`config.mk`:
```
export PLATFORM = sky130hd
export DESIGN_NAME = lepton_frame_sequencer_flat
export DESIGN_NICKNAME = d
export VERILOG_FILES = /design/src/rtl/lepton_frame_sequencer_if.sv /design/src/rtl/lepton_frame_sequencer.sv /design/src/flat_wrapper.sv
export SDC_FILE = /design/constraint.sdc
export NUM_CORES = 1
export LEC_CHECK = 0
export ABC_CLOCK_PERIOD_IN_PS = 3350
export CAP_MARGIN = 20
export CORE_AREA = 2 2 112 114
export DETAILED_ROUTE_END_ITERATION = 12
export DIE_AREA = 0 0 114 116
export GPL_TIMING_DRIVEN = 0
export PLACE_DENSITY = 0.57
export SLEW_MARGIN = 20
export SYNTH_ARGS = -nofsm -noshare
export SYNTH_HDL_FRONTEND = slang
export SYNTH_SLANG_ARGS = --single-unit
```
`constraint.sdc`:
```
create_clock -name CLK_25 -period 3.35 [get_ports CLK_25]
set_input_delay 0.5025 -clock CLK_25 [delete_from_list [all_inputs] [get_ports CLK_25]]
set_output_delay 0.5025 -clock CLK_25 [all_outputs]
set_load 0.02 [all_outputs]
```
`src/rtl/lepton_frame_sequencer_if.sv`:
```
// Packet-reader / frame-store handshake bundle for lepton_frame_sequencer.
// master = sequencer side, slave = reader/frame-store side.
interface lepton_frame_sequencer_if;
  logic        ENABLE;
  logic        PKT_START;
  logic        PKT_DONE;
  logic [15:0] PKT_ID;
  logic        PKT_CRC_OK;
  logic        CS_FORCE_HI;
  logic        LINE_VALID;
  logic [5:0]  LINE_NUM;
  logic        FRAME_START;
  logic        FRAME_DONE;
  logic        RESYNC;
  logic [7:0]  ERR_COUNT;

  modport master (
    input  ENABLE, PKT_DONE, PKT_ID, PKT_CRC_OK,
    output PKT_START, CS_FORCE_HI, LINE_VALID, LINE_NUM,
           FRAME_START, FRAME_DONE, RESYNC, ERR_COUNT
  );

  modport slave (
    output ENABLE, PKT_DONE, PKT_ID, PKT_CRC_OK,
    input  PKT_START, CS_FORCE_HI, LINE_VALID, LINE_NUM,
           FRAME_START, FRAME_DONE, RESYNC, ERR_COUNT
  );
endinterface

```
`src/rtl/lepton_frame_sequencer.sv`:
```
// Lepton VoSPI frame sequencer: requests packets, classifies them, resyncs on errors.
// Define LEPTON_CRC_CHECK_EN to make a failed packet CRC force a resync.
module lepton_frame_sequencer #(
  parameter int unsigned LINES         = 60,
  parameter int unsigned RESYNC_CYCLES = 4625000,
  parameter int unsigned PKT_GAP       = 30,
  parameter int unsigned TIMEOUT       = 8192,
  parameter int unsigned MAX_DISCARDS  = 1024
) (
  input logic                         CLK_25,
  input logic                         RST_N,
  lepton_frame_sequencer_if.master    bus
);

  localparam int unsigned TMR_MAX0 = (RESYNC_CYCLES > TIMEOUT) ? RESYNC_CYCLES : TIMEOUT;
  localparam int unsigned TMR_MAX  = (TMR_MAX0 > PKT_GAP) ? TMR_MAX0 : PKT_GAP;
  localparam int unsigned TMR_W    = (TMR_MAX > 1) ? $clog2(TMR_MAX) : 1;
  localparam int unsigned DISC_W   = (MAX_DISCARDS > 1) ? $clog2(MAX_DISCARDS) : 1;

  localparam logic [TMR_W-1:0]  RESYNC_LAST  = TMR_W'(RESYNC_CYCLES - 1);
  localparam logic [TMR_W-1:0]  TIMEOUT_LAST = TMR_W'(TIMEOUT - 1);
  localparam logic [TMR_W-1:0]  GAP_LAST     = TMR_W'(PKT_GAP - 1);
  localparam logic [DISC_W-1:0] DISC_LAST    = DISC_W'(MAX_DISCARDS - 1);
  localparam logic [5:0]        LAST_LINE    = 6'(LINES - 1);

  typedef enum logic [2:0] {
    S_IDLE, S_RESYNC, S_REQ, S_WAIT, S_CHECK, S_GAP
  } state_e;

  state_e            state_q, state_d;
  logic [TMR_W-1:0]  tmr_q, tmr_d;
  logic [DISC_W-1:0] disc_q, disc_d;
  logic [5:0]        exp_q, exp_d;
  logic [7:0]        err_q, err_d;
  logic [5:0]        line_q, line_d;
  logic              is_disc_q, is_disc_d;
  logic              crc_ok_q, crc_ok_d;
  logic [5:0]        line_num_q, line_num_d;
  logic              pkt_start_q, pkt_start_d;
  logic              line_valid_q, line_valid_d;
  logic              frame_start_q, frame_start_d;
  logic              frame_done_q, frame_done_d;
  logic              cs_force_hi_q, cs_force_hi_d;
  logic              resync_q, resync_d;
  logic              fail;
  logic              crc_bad;
  logic              id_unused;

  assign id_unused = ^{bus.PKT_ID[15:12], bus.PKT_ID[7:6]};

`ifdef LEPTON_CRC_CHECK_EN
  assign crc_bad = !crc_ok_q;
`else
  logic crc_unused;
  assign crc_unused = crc_ok_q;
  assign crc_bad    = 1'b0;
`endif

  always_comb begin
    state_d       = state_q;
    tmr_d         = tmr_q;
    disc_d        = disc_q;
    exp_d         = exp_q;
    err_d         = err_q;
    line_d        = line_q;
    is_disc_d     = is_disc_q;
    crc_ok_d      = crc_ok_q;
    line_num_d    = line_num_q;
    pkt_start_d   = 1'b0;
    line_valid_d  = 1'b0;
    frame_start_d = 1'b0;
    frame_done_d  = line_valid_q && (line_num_q == LAST_LINE);
    fail          = 1'b0;

    case (state_q)
      S_IDLE: begin
        if (bus.ENABLE) begin
          state_d = S_RESYNC;
          tmr_d   = '0;
        end
      end
      S_RESYNC: begin
        disc_d = '0;
        exp_d  = '0;
        if (tmr_q == RESYNC_LAST) begin
          state_d = S_REQ;
          tmr_d   = '0;
        end else begin
          tmr_d = tmr_q + TMR_W'(1);
        end
      end
      S_REQ: begin
        if (!bus.ENABLE) begin
          state_d = S_IDLE;
        end else begin
          pkt_start_d = 1'b1;
          state_d     = S_WAIT;
          tmr_d       = '0;
        end
      end
      S_WAIT: begin
        // A completion on the final timeout cycle still wins over the timeout.
        if (bus.PKT_DONE) begin
          line_d    = bus.PKT_ID[5:0];
          is_disc_d = (bus.PKT_ID[11:8] == 4'hF);
          crc_ok_d  = bus.PKT_CRC_OK;
          state_d   = S_CHECK;
        end else if (tmr_q == TIMEOUT_LAST) begin
          fail = 1'b1;
        end else begin
          tmr_d = tmr_q + TMR_W'(1);
        end
      end
      S_CHECK: begin
        if (crc_bad) begin
          fail = 1'b1;
        end else if (is_disc_q) begin
          if (disc_q == DISC_LAST) begin
            fail = 1'b1;
          end else begin
            disc_d  = disc_q + DISC_W'(1);
            state_d = S_GAP;
            tmr_d   = '0;
          end
        end else if ((line_q == exp_q) && ({1'b0, line_q} < 7'(LINES))) begin
          disc_d        = '0;
          line_valid_d  = 1'b1;
          line_num_d    = line_q;
          frame_start_d = (line_q == 6'd0);
          exp_d         = (line_q == LAST_LINE) ? 6'd0 : exp_q + 6'd1;
          state_d       = S_GAP;
          tmr_d         = '0;
        end else begin
          fail = 1'b1;
        end
      end
      S_GAP: begin
        if (tmr_q == GAP_LAST) begin
          state_d = S_REQ;
          tmr_d   = '0;
        end else begin
          tmr_d = tmr_q + TMR_W'(1);
        end
      end
      default: state_d = S_IDLE;
    endcase

    if (fail) begin
      state_d = S_RESYNC;
      tmr_d   = '0;
      if (err_q != 8'hFF) err_d = err_q + 8'd1;
    end

    // Status outputs decode the next state so they line up with it once registered.
    cs_force_hi_d = (state_d == S_IDLE) || (state_d == S_RESYNC);
    resync_d      = (state_d == S_RESYNC);
  end

  always_ff @(posedge CLK_25) begin
    if (!RST_N) begin
      state_q       <= S_IDLE;
      tmr_q         <= '0;
      disc_q        <= '0;
      exp_q         <= '0;
      err_q         <= '0;
      line_q        <= '0;
      is_disc_q     <= 1'b0;
      crc_ok_q      <= 1'b0;
      line_num_q    <= '0;
      pkt_start_q   <= 1'b0;
      line_valid_q  <= 1'b0;
      frame_start_q <= 1'b0;
      frame_done_q  <= 1'b0;
      cs_force_hi_q <= 1'b1;
      resync_q      <= 1'b0;
    end else begin
      state_q       <= state_d;
      tmr_q         <= tmr_d;
      disc_q        <= disc_d;
      exp_q         <= exp_d;
      err_q         <= err_d;
      line_q        <= line_d;
      is_disc_q     <= is_disc_d;
      crc_ok_q      <= crc_ok_d;
      line_num_q    <= line_num_d;
      pkt_start_q   <= pkt_start_d;
      line_valid_q  <= line_valid_d;
      frame_start_q <= frame_start_d;
      frame_done_q  <= frame_done_d;
      cs_force_hi_q <= cs_force_hi_d;
      resync_q      <= resync_d;
    end
  end

  assign bus.PKT_START   = pkt_start_q;
  assign bus.CS_FORCE_HI = cs_force_hi_q;
  assign bus.LINE_VALID  = line_valid_q;
  assign bus.LINE_NUM    = line_num_q;
  assign bus.FRAME_START = frame_start_q;
  assign bus.FRAME_DONE  = frame_done_q;
  assign bus.RESYNC      = resync_q;
  assign bus.ERR_COUNT   = err_q;

endmodule

```
`src/flat_wrapper.sv`:
```
// flat-port wrapper written by rule: the top's interface ports become plain ports
module lepton_frame_sequencer_flat 
#(
  parameter int unsigned LINES         = 60,
  parameter int unsigned RESYNC_CYCLES = 4625000,
  parameter int unsigned PKT_GAP       = 30,
  parameter int unsigned TIMEOUT       = 8192,
  parameter int unsigned MAX_DISCARDS  = 1024
)
  (CLK_25, RST_N, bus_ENABLE, bus_PKT_DONE, bus_PKT_ID, bus_PKT_CRC_OK, bus_PKT_START, bus_CS_FORCE_HI, bus_LINE_VALID, bus_LINE_NUM, bus_FRAME_START, bus_FRAME_DONE, bus_RESYNC, bus_ERR_COUNT);
  lepton_frame_sequencer_if bus_i ();
  input logic CLK_25;
  input logic RST_N;
  input wire logic [$bits(bus_i.ENABLE)-1:0] bus_ENABLE;
  input wire logic [$bits(bus_i.PKT_DONE)-1:0] bus_PKT_DONE;
  input wire logic [$bits(bus_i.PKT_ID)-1:0] bus_PKT_ID;
  input wire logic [$bits(bus_i.PKT_CRC_OK)-1:0] bus_PKT_CRC_OK;
  output wire logic [$bits(bus_i.PKT_START)-1:0] bus_PKT_START;
  output wire logic [$bits(bus_i.CS_FORCE_HI)-1:0] bus_CS_FORCE_HI;
  output wire logic [$bits(bus_i.LINE_VALID)-1:0] bus_LINE_VALID;
  output wire logic [$bits(bus_i.LINE_NUM)-1:0] bus_LINE_NUM;
  output wire logic [$bits(bus_i.FRAME_START)-1:0] bus_FRAME_START;
  output wire logic [$bits(bus_i.FRAME_DONE)-1:0] bus_FRAME_DONE;
  output wire logic [$bits(bus_i.RESYNC)-1:0] bus_RESYNC;
  output wire logic [$bits(bus_i.ERR_COUNT)-1:0] bus_ERR_COUNT;
  assign bus_i.ENABLE = bus_ENABLE;
  assign bus_i.PKT_DONE = bus_PKT_DONE;
  assign bus_i.PKT_ID = bus_PKT_ID;
  assign bus_i.PKT_CRC_OK = bus_PKT_CRC_OK;
  assign bus_PKT_START = bus_i.PKT_START;
  assign bus_CS_FORCE_HI = bus_i.CS_FORCE_HI;
  assign bus_LINE_VALID = bus_i.LINE_VALID;
  assign bus_LINE_NUM = bus_i.LINE_NUM;
  assign bus_FRAME_START = bus_i.FRAME_START;
  assign bus_FRAME_DONE = bus_i.FRAME_DONE;
  assign bus_RESYNC = bus_i.RESYNC;
  assign bus_ERR_COUNT = bus_i.ERR_COUNT;
  lepton_frame_sequencer #(.LINES(LINES), .RESYNC_CYCLES(RESYNC_CYCLES), .PKT_GAP(PKT_GAP), .TIMEOUT(TIMEOUT), .MAX_DISCARDS(MAX_DISCARDS)) u_core (.CLK_25(CLK_25), .RST_N(RST_N), .bus(bus_i));
endmodule
```
==> results of run 1 <==
power by group through the flow:
| stage | sequential (mW) | combinational [mW] | clock [mW] |
|---|---|---|---|
| finish | 0.834 | 0.103 | 0.971 |
| global route | 0.835 | 0.116 | 1.04 |
| CTS | 0.834 | 0.103 | 1.00 |
| detailed placement | 0.852 | 0.102 | 0 |
| global placement | 0.852 | 0.102 | 0 |
| floorplan | 0.852 | 0.0645 | 0 |
stage by stage:
stage | utilization [%] | power [mW] | std cells | hold slack (ns)
2_1_floorplan | - | 0.916 | 409 | 0.442
3_3_place_gp | 34.0 | 0.954 | 588 | 0.457
3_5_place_dp | 34.0 | 0.955 | 588 | 0.464
4_1_cts | 36.6 | 1.94 | 604 | 0.473
5_1_grt | 36.6 | 1.99 | 604 | 0.482
6_report | 36.6 | 1.91 | 604 | 0.471
critical path, stage by stage (launching register included):
cell and delay (ns):
dfxtp_1 0.37, ha_1 0.25, nand3_1 0.09, o31a_1 0.28, a211oi_1 0.62, clkbuf_1 0.43
nor2_1 0.21, a211oi_1 0.27
layout make-up:
class | count | area [um2]
clock inverter | 7 | 83.8
timing repair buffer | 32 | 320
tap | 147 | 184
buffer | 18 | 92.6
sequential | 69 | 1380
multi-input combinational | 315 | 2050
fill | 1231 | 7550
inverter | 7 | 26.3
clock buffer | 9 | 225
per-layer routing:
| layer | track usage, % | up-vias | wire length [um] |
|---|---|---|---|
| met5 | 0 | - | 0 |
| met4 | 4.15 | 0 | 57 |
| met3 | 4.60 | 4 | 319 |
| met2 | 21.1 | 57 | 3980 |
| met1 | 17.3 | 1440 | 3890 |
| li1 | - | 1571 | - |
registers in the layout, indices dropped and copies added, names as in the netlist:
| name | count |
|---|---|
| u_core.bus.RESYNC | 1 |
| u_core.bus.LINE_VALID | 1 |
| u_core.bus.LINE_NUM | 6 |
| u_core.bus.ERR_COUNT | 8 |
| u_core.exp_q | 6 |
| u_core.state_q | 3 |
| u_core.bus.FRAME_DONE | 1 |
| u_core.bus.CS_FORCE_HI | 1 |
| u_core.is_disc_q | 1 |
| u_core.bus.PKT_START | 1 |
| u_core.bus.FRAME_START | 1 |
| u_core.line_q | 6 |
| u_core.tmr_q | 23 |
| u_core.disc_q | 10 |
worst max path at each step:
| stage | startpoint | end | cells after the start |
|---|---|---|---|
| floorplan | u_core.tmr_q[0] | u_core.tmr_q[0] | 10 |
| global placement | bus_PKT_DONE | u_core.tmr_q[7] | 7 |
| detailed placement | bus_PKT_DONE | u_core.tmr_q[7] | 7 |
| CTS | u_core.disc_q[0] | u_core.tmr_q[1] | 7 |
| global route | u_core.disc_q[0] | u_core.tmr_q[1] | 7 |
| finish | u_core.disc_q[0] | u_core.tmr_q[1] | 7 |
Yosys cell counts (2+ instances only):
| cell type | number | area, um2 |
|---|---|---|
| and3_1 | 10 | 62.6 |
| nand4b_1 | 5 | 43.8 |
| nand3_1 | 16 | 80.1 |
| xor2_1 | 7 | 61.3 |
| ha_1 | 5 | 62.6 |
| nor2_1 | 54 | 203 |
| inv_1 | 7 | 26.3 |
| xnor2_1 | 27 | 236 |
| nor2b_1 | 5 | 31.3 |
| o21ai_1 | 2 | 10.0 |
| nor4b_1 | 5 | 43.8 |
| and2_1 | 3 | 18.8 |
| a211oi_1 | 4 | 30.0 |
| buf_6 | 3 | 33.8 |
| o211ai_1 | 4 | 30.0 |
| nand2b_1 | 8 | 50.1 |
| clkbuf_1 | 13 | 48.8 |
| nor3b_1 | 3 | 22.5 |
| nor4_1 | 16 | 100 |
| nand2_1 | 30 | 113 |
| nand4_1 | 12 | 75.1 |
| o31ai_1 | 6 | 45.0 |
| mux2i_1 | 18 | 180 |
| dfxtp_1 | 69 | 1380 |
| or3_2 | 2 | 15.0 |
| nor3_1 | 12 | 60.1 |
| or3_1 | 4 | 25.0 |
| and4_1 | 2 | 17.5 |
| o21ai_0 | 4 | 20.0 |
| or4_1 | 8 | 60.1 |
| buf_2 | 2 | 10.0 |
| o21a_1 | 3 | 22.5 |
| a21oi_1 | 17 | 85.1 |
kinds of logic after synthesis:
family	count (synthesis)
buf+inv	25
mux	18
flops	69
compound gates	57
simple gates	201
xor+xnor	34
fa+ha+maj	5
==> impl_metrics.yaml, run 1 <==
global_route:
  grt-ovfl-total: 0
  grt_first_pass_wirelength_um: 14000
  grt_max_degree: 15
  grt_pass1_vias: 2880
  antenna_found_initial: 0
  track_usage_pct: 13.4
timing:
  hold_violations: 0
  finalMaxSlewViolations: 0
  fin_crit_sh_pct: 78.1
  slew_headroom_pct: 52.5
  rsz0062_at_grt: "false"
  tns_ns: 0
  fmax_mhz: 382
  min_period_ns: 2.62
  skew_ns: 0.00980
  setup_viol_count_final: 0
  tightest_slew_ns: 0.708
  fin_ws_ns: 0.733
layout:
  syn_to_final_growth_pct: 22.9
  final_cell_mix: "dfxtp_1 (69), nor2_1 (54), clkdlybuf4s50_1 (32)"
  drive_gt1_share_pct: 7.66
  n_antenna_cell: 0
  final_cell_area_mm2: 0.00436
  mostFrequentLayoutCell: "dfxtp_1"
  nets: 478
min_path:
  holdPathStages: 2
  worst_hold_path.endpoint: "u_core.disc_q[6]"
  min_path_type: "reg2reg"
  hold_start: "u_core.disc_q[6]"
logic_synthesis:
  synth_fa_ha_area_share_pct: 1.76
  synth_cell_types: 56
  synth_simple_gate_area_share_pct: 30.3
  synth_compound_area_share_pct: 12.2
  ys_seq_area_share_pct: 38.9
  synth_top_family_by_area: "simple AND/OR/NAND/NOR gates"
  synthFlopType: "dfxtp_1"
  synthMuxAreaShare_pct: 5.07
  syn_inst: 409
  synth-async-reset-ratio_pct: 0
  yosysWarningCount: 0
  synth_edf_count: 0
  syn_nets: 435
  avgSynthCellArea_um2: 8.68
  synth_xor_area_share_pct: 8.39
  syn-cell-area_mm2: 0.00355
  ys_ff_latch: 69
setup_path:
  crit_fanout: 10
  r2r-end: "u_core.tmr_q[1]"
  cp.arrival_ns: 2.86
  crit_path_start_kind: "flip-flop"
  cp.required_ns: 3.60
  r2r_start: "u_core.disc_q[0]"
  r2r.worst_path.cells: 7
  criticalPathCategory: "reg2reg"
  end_kind: "flip-flop"
  reg2reg_setup_slack_ns: 0.73
floorplan:
  die-area_mm2: 0.0132
  die_h_um: 116
  rows: 40
  die_x_um: 114
  initial_core_util_pct: 29.8
  core_mm2: 0.0119
  num_io_pins: 41
route:
  vias: 3072
  routed_via_density: 5.09
  routed_wl_um: 8260
  ant_nets: 0
  firstDrtPassIters: 4
  avgRoutedWirePerCell_um: 13.7
  drtIter0Drc: 132
  drc_errors: 0
clocking:
  cts_max_path_buffers: 2
  clk-insertion-delay-late_ns: 0.34
  cts_setup_buffers: 0
  ctsResizeCount: 0
  cts_tree: "built"
  cts_hold_buf: 0
  htreeDepth: 3
  cts.sinks: 69
  root_buffer: "clkbuf_16"
  cts_made_buffers: 9
  worst_setup_hold_path_clk_slew_ns: 0.06
power_and_ir_drop:
  p_int_mw: 1.46
  clkPwrFrac_pct: 50.9
  swShare_pct: 23.6
  power_density_mw_per_mm2: 437
  p_switching_mw: 0.451
  vdd_ir_drop_max_mv: 0.228
  pwr-share-comb_pct: 5.4
  p_leak_nw: 1.52
  seqPwrFrac_pct: 43.7
outcome:
  status: "finished clean"
placement:
  place.gp.congestion: 0.811
  dp_hpwl_um: 6110
  place_area_mm2: 0.00406
  port_buffers: 32
  dpl_worst_slack_ns: 0.692
run:
  cap_violations: 0
Power figures use the tool's default switching activity.
==> run 2, diff against run 1 <==
ABC_CLOCK_PERIOD_IN_PS = 2300   (was 3350)
PLACE_DENSITY = 0.58   (was 0.57)
clock period = 2.3 ns   (was 3.35 ns; I/O delays follow)
==> run 2 against run 1 <==
The run now ends with negative setup slack left. Non-clock buffer count grew 17. Register-to-register slack lost 0.80 ns. Sequential power grew 45%. Clock power grew 44%. Flip-flop and latch count is the same. Total power grew 46%. Wire length grew 4.2%. Clock-buffer cell count grew 1. Worst hold slack lost 0.051 ns.
==> impl_metrics.yaml, run 2 (synthesis gave the netlist of run 1 again) <==
clocking:
  cts_max_path_buffers: 2
  cts_hold_buf: 0
  clk-insertion-delay-late_ns: 0.34
  cts_made_buffers: 9
  cts.sinks: 69
  root_buffer: "clkbuf_16"
  cts_tree: "built"
  htreeDepth: 3
  worst_setup_hold_path_clk_slew_ns: 0.06
route:
  vias: 3198
  ant_nets: 0
  routed_via_density: 5.15
  drtIter0Drc: 129
  firstDrtPassIters: 4
  avgRoutedWirePerCell_um: 13.9
  routed_wl_um: 8600
  drc_errors: 0
layout:
  top_register: "u_core.tmr_q"
  mostFrequentLayoutCell: "dfxtp_1"
  n_antenna_cell: 0
  fin_util_pct: 39.9
  largest_reg_flops: 23
  drive_gt1_share_pct: 19.4
  nets: 495
  syn_to_final_growth_pct: 34.0
  final_cell_mix: "dfxtp_1 (55), nor2_1 (53), clkdlybuf4s50_1 (32)"
setup_path:
  criticalPathCategory: "reg2reg"
  cp.arrival_ns: 2.59
  crit_fanout: 10
  cp.required_ns: 2.52
  end_kind: "flip-flop"
  crit_path_start_kind: "flip-flop"
timing:
  rsz0062_at_grt: "true"
  tns_ns: -1.32
  min_period_ns: 2.37
  slew_headroom_pct: 61.7
  finalMaxSlewViolations: 0
  hold_violations: 0
  skew_ns: 0.00804
  tightest_slew_ns: 0.573
  setup_viol_count_final: 21
  fin_crit_sh_pct: 103
  whs_ns: 0.420
  fin_ws_ns: -0.0697
  fmax_mhz: 422
power_and_ir_drop:
  power_density_mw_per_mm2: 587
  vdd_ir_drop_max_mv: 0.316
  fin_total_pwr_mw: 2.79
  p_leak_nw: 1.68
floorplan:
  die_x_um: 114
  initial_core_util_pct: 29.8
  rows: 40
  core_mm2: 0.0119
  die-area_mm2: 0.0132
  die_h_um: 116
  num_io_pins: 41
run:
  cap_violations: 0
min_path:
  min_path_type: "in2reg"
outcome:
  failed_checks: "negative setup slack"
  status: "finished, violations left"
global_route:
  antenna_found_initial: 0
  track_usage_pct: 13.5
  grt-ovfl-total: 0
  grt_first_pass_wirelength_um: 14400
  grt_pass1_vias: 3089
  grt_max_degree: 14
placement:
  place.gp.congestion: 0.844
  port_buffers: 32
  dpl_worst_slack_ns: -0.258
  dp_hpwl_um: 6150
-- run 2: final cells by class --
cell class / count / area, um2
plain buffers: 15 / 82.6
flip-flops and latches: 69 / 1420
inverters: 7 / 26.3
multi-input cells: 315 / 2240
clock inverters: 6 / 70.1
well taps: 147 / 184
fillers: 1166 / 7150
clock buffers: 10 / 239
repair buffers: 52 / 490
-- run 2: report_power, final --
part           switching (mW)  total (mW)  leakage [nW]  internal [mW]
Sequential             0.0102        1.21         0.567           1.20
Clock                   0.529        1.40         0.153          0.875
Combinational           0.101       0.184         0.962         0.0836
-- run 2: critical path: stages, from the launching register on --
cell     delay (ns)
dfxtp_4        0.36
or4_4          0.54
or4_4          0.47
nor4_4         0.29
nor3_4         0.09
o21ai_2        0.20
buf_6          0.14
buf_8          0.12
nor2_1         0.05
-- run 2: metrics by stage --
stage,cells,area (um2)
finish,621,4760
global route,621,4760
CTS,619,4630
detailed placement,588,4060
global placement,588,4060
floorplan,409,3550
-- run 2: path summary, 6_finish.rpt --
kind,start,cells after the start,slack (ns),to
worst max-delay path,u_core.tmr_q[19],8,-0.07,u_core.tmr_q[15]
worst min-delay path,RST_N,2,0.42,u_core.bus.CS_FORCE_HI
worst max register to register,u_core.tmr_q[19],8,-0.07,u_core.tmr_q[15]
worst min register to register,u_core.disc_q[6],2,0.47,u_core.disc_q[6]
-- run 2: what timing repair did --
action                     CTS  global route
buffers inserted            15             4
resized for setup           41            30
setup endpoints to repair   32            37
cloned                       1             0
hold endpoints to repair     0             0
pin swaps                   11            11
-- run 2: layer usage --
layer / part of all wire [%] / global-route usage, %
met5: 0 / 0
met2: 50 / 23.0
met3: 3.2 / 3.56
met4: 0.85 / 3.90
met1: 46 / 16.9
==> run 3, diff against run 2 <==
RECOVER_POWER = 100   (was not set)
==> run 3 against run 2 <==
The run still ends with negative setup slack left. Combinational power is essentially flat. Total power barely moved. Maximum frequency is 0.33% lower. Setup slack worse by 0.0078 ns. Worst hold slack worse by 0.0011 ns. Via count is 0.16% lower. Clock-buffer cell count unchanged. Utilization about the same. Flip-flop and latch count did not move. Non-clock buffer count unchanged.
==> impl_metrics.yaml, run 3 (synthesis gave the netlist of run 1 again) <==
placement:
  dp_hpwl_um: 6150
  placed_cells: 588
  place_area_mm2: 0.00406
  place.gp.congestion: 0.844
  dpl_worst_slack_ns: -0.258
  port_buffers: 32
power_and_ir_drop:
  p_switching_mw: 0.639
  fin_total_pwr_mw: 2.79
  clkPwrFrac_pct: 50.2
  p_int_mw: 2.15
  pwr-share-comb_pct: 6.6
  p_leak_nw: 1.74
  vdd_ir_drop_max_mv: 0.316
  swShare_pct: 22.9
  seqPwrFrac_pct: 43.2
  power_density_mw_per_mm2: 587
setup_path:
  max_stage_delay_ns: 0.54
  path_common_cell: "or4_4"
  crit_chain: "or4_4, or4_4, nor4_4, nor3_4, o21ai_2, buf_6, buf_8, nor2_1"
  slowest_stage: "or4_4"
  crit_path_start_kind: "flip-flop"
  cp.required_ns: 2.52
  cp.arrival_ns: 2.60
  end_kind: "flip-flop"
  criticalPathCategory: "reg2reg"
  crit_fanout: 10
  reg2reg_setup_slack_ns: -0.08
layout:
  syn_to_final_growth_pct: 33.9
  nets: 495
  fin_util_pct: 39.9
  final_cell_area_mm2: 0.00476
  largest_reg_flops: 23
  drive_gt1_share_pct: 19.2
  n_antenna_cell: 0
  fill_cells: 1167
  final_cell_mix: "dfxtp_1 (55), nor2_1 (53), nand2_1 (28)"
  multiInputGateArea_mm2: 0.00224
  layoutNonFillerInstCount: 621
  mostFrequentLayoutCell: "dfxtp_1"
  seqCellArea_mm2: 0.00142
  top_register: "u_core.tmr_q"
floorplan:
  die-area_mm2: 0.0132
  rows: 40
  initial_core_util_pct: 29.8
  die_x_um: 114
  num_io_pins: 41
  die_h_um: 116
  core_mm2: 0.0119
timing:
  tns_ns: -1.49
  fin_ws_ns: -0.0775
  finalMaxSlewViolations: 0
  slew_headroom_pct: 60.9
  whs_ns: 0.419
  min_period_ns: 2.38
  hold_violations: 0
  rsz0062_at_grt: "true"
  fmax_mhz: 421
  tightest_slew_ns: 0.585
  fin_crit_sh_pct: 103
  setup_viol_count_final: 21
  skew_ns: 0.00809
clocking:
  cts_hold_buf: 0
  clk-insertion-delay-late_ns: 0.34
  worst_setup_hold_path_clk_slew_ns: 0.06
  cts_tree: "built"
  cts_made_buffers: 9
  root_buffer: "clkbuf_16"
  htreeDepth: 3
  cts.sinks: 69
  cts_max_path_buffers: 2
route:
  routed_via_density: 5.14
  drc_errors: 0
  avgRoutedWirePerCell_um: 13.8
  ant_nets: 0
  firstDrtPassIters: 4
  drtIter0Drc: 126
  vias: 3193
  routed_wl_um: 8600
min_path:
  min_path_type: "in2reg"
run:
  cap_violations: 0
global_route:
  antenna_found_initial: 0
  grt_first_pass_wirelength_um: 14400
  grt_pass1_vias: 3089
  grt_max_degree: 14
  track_usage_pct: 13.5
  grt-ovfl-total: 0
outcome:
  failed_checks: "negative setup slack"
  status: "finished, violations left"
## run 3: per-layer routing
| metal | vias to the layer above | GRT usage, % | wire length, um |
|---|---|---|---|
| li1 | 1615 | - | - |
| met1 | 1522 | 16.9 | 3980 |
| met2 | 46 | 23.0 | 4310 |
| met3 | 10 | 3.56 | 239 |
| met4 | 0 | 3.90 | 73 |
| met5 | - | 0 | 0 |
## run 3: final timing paths
kind	start	to	cells after the start
worst min-delay path	RST_N	u_core.bus.CS_FORCE_HI	2
worst min register to register	u_core.disc_q[6]	u_core.disc_q[6]	2
worst max register to register	u_core.tmr_q[19]	u_core.tmr_q[15]	8
worst max-delay path	u_core.tmr_q[19]	u_core.tmr_q[15]	8
## run 3: worst max-delay path, delay by kind of cell, from the launching register on
kind | cells | cell delay (ns)
AND/OR/NAND/NOR | 5 | 1.44
buffers and inverters | 2 | 0.26
AO/OA/AOI/OAI | 1 | 0.20
flip-flops | 1 | 0.36
## run 3: cell type report
type                    count  area share (%)
inverters                   7           0.552
well taps                 147            3.87
repair buffers             52            10.3
clock buffers              10            5.02
plain buffers              15            1.74
flip-flops and latches     69            29.9
clock inverters             6            1.47
multi-input cells         315            47.1
## run 3: power groups by stage
| stage | clock network [mW] | logic [mW] | registers (mW) |
|---|---|---|---|
| 2_1_floorplan | 0 | 0.0939 | 1.24 |
| 3_3_place_gp | 0 | 0.148 | 1.24 |
| 3_5_place_dp | 0 | 0.150 | 1.24 |
| 4_1_cts | 1.45 | 0.171 | 1.21 |
| 5_1_grt | 1.49 | 0.203 | 1.21 |
| 6_report | 1.40 | 0.184 | 1.21 |
## run 3: repair_timing
item,CTS,global route
pin swaps,11,11
cloned,1,0
endpoints found under the setup margin,32,37
setup buffers,15,4
gates resized for setup,41,30
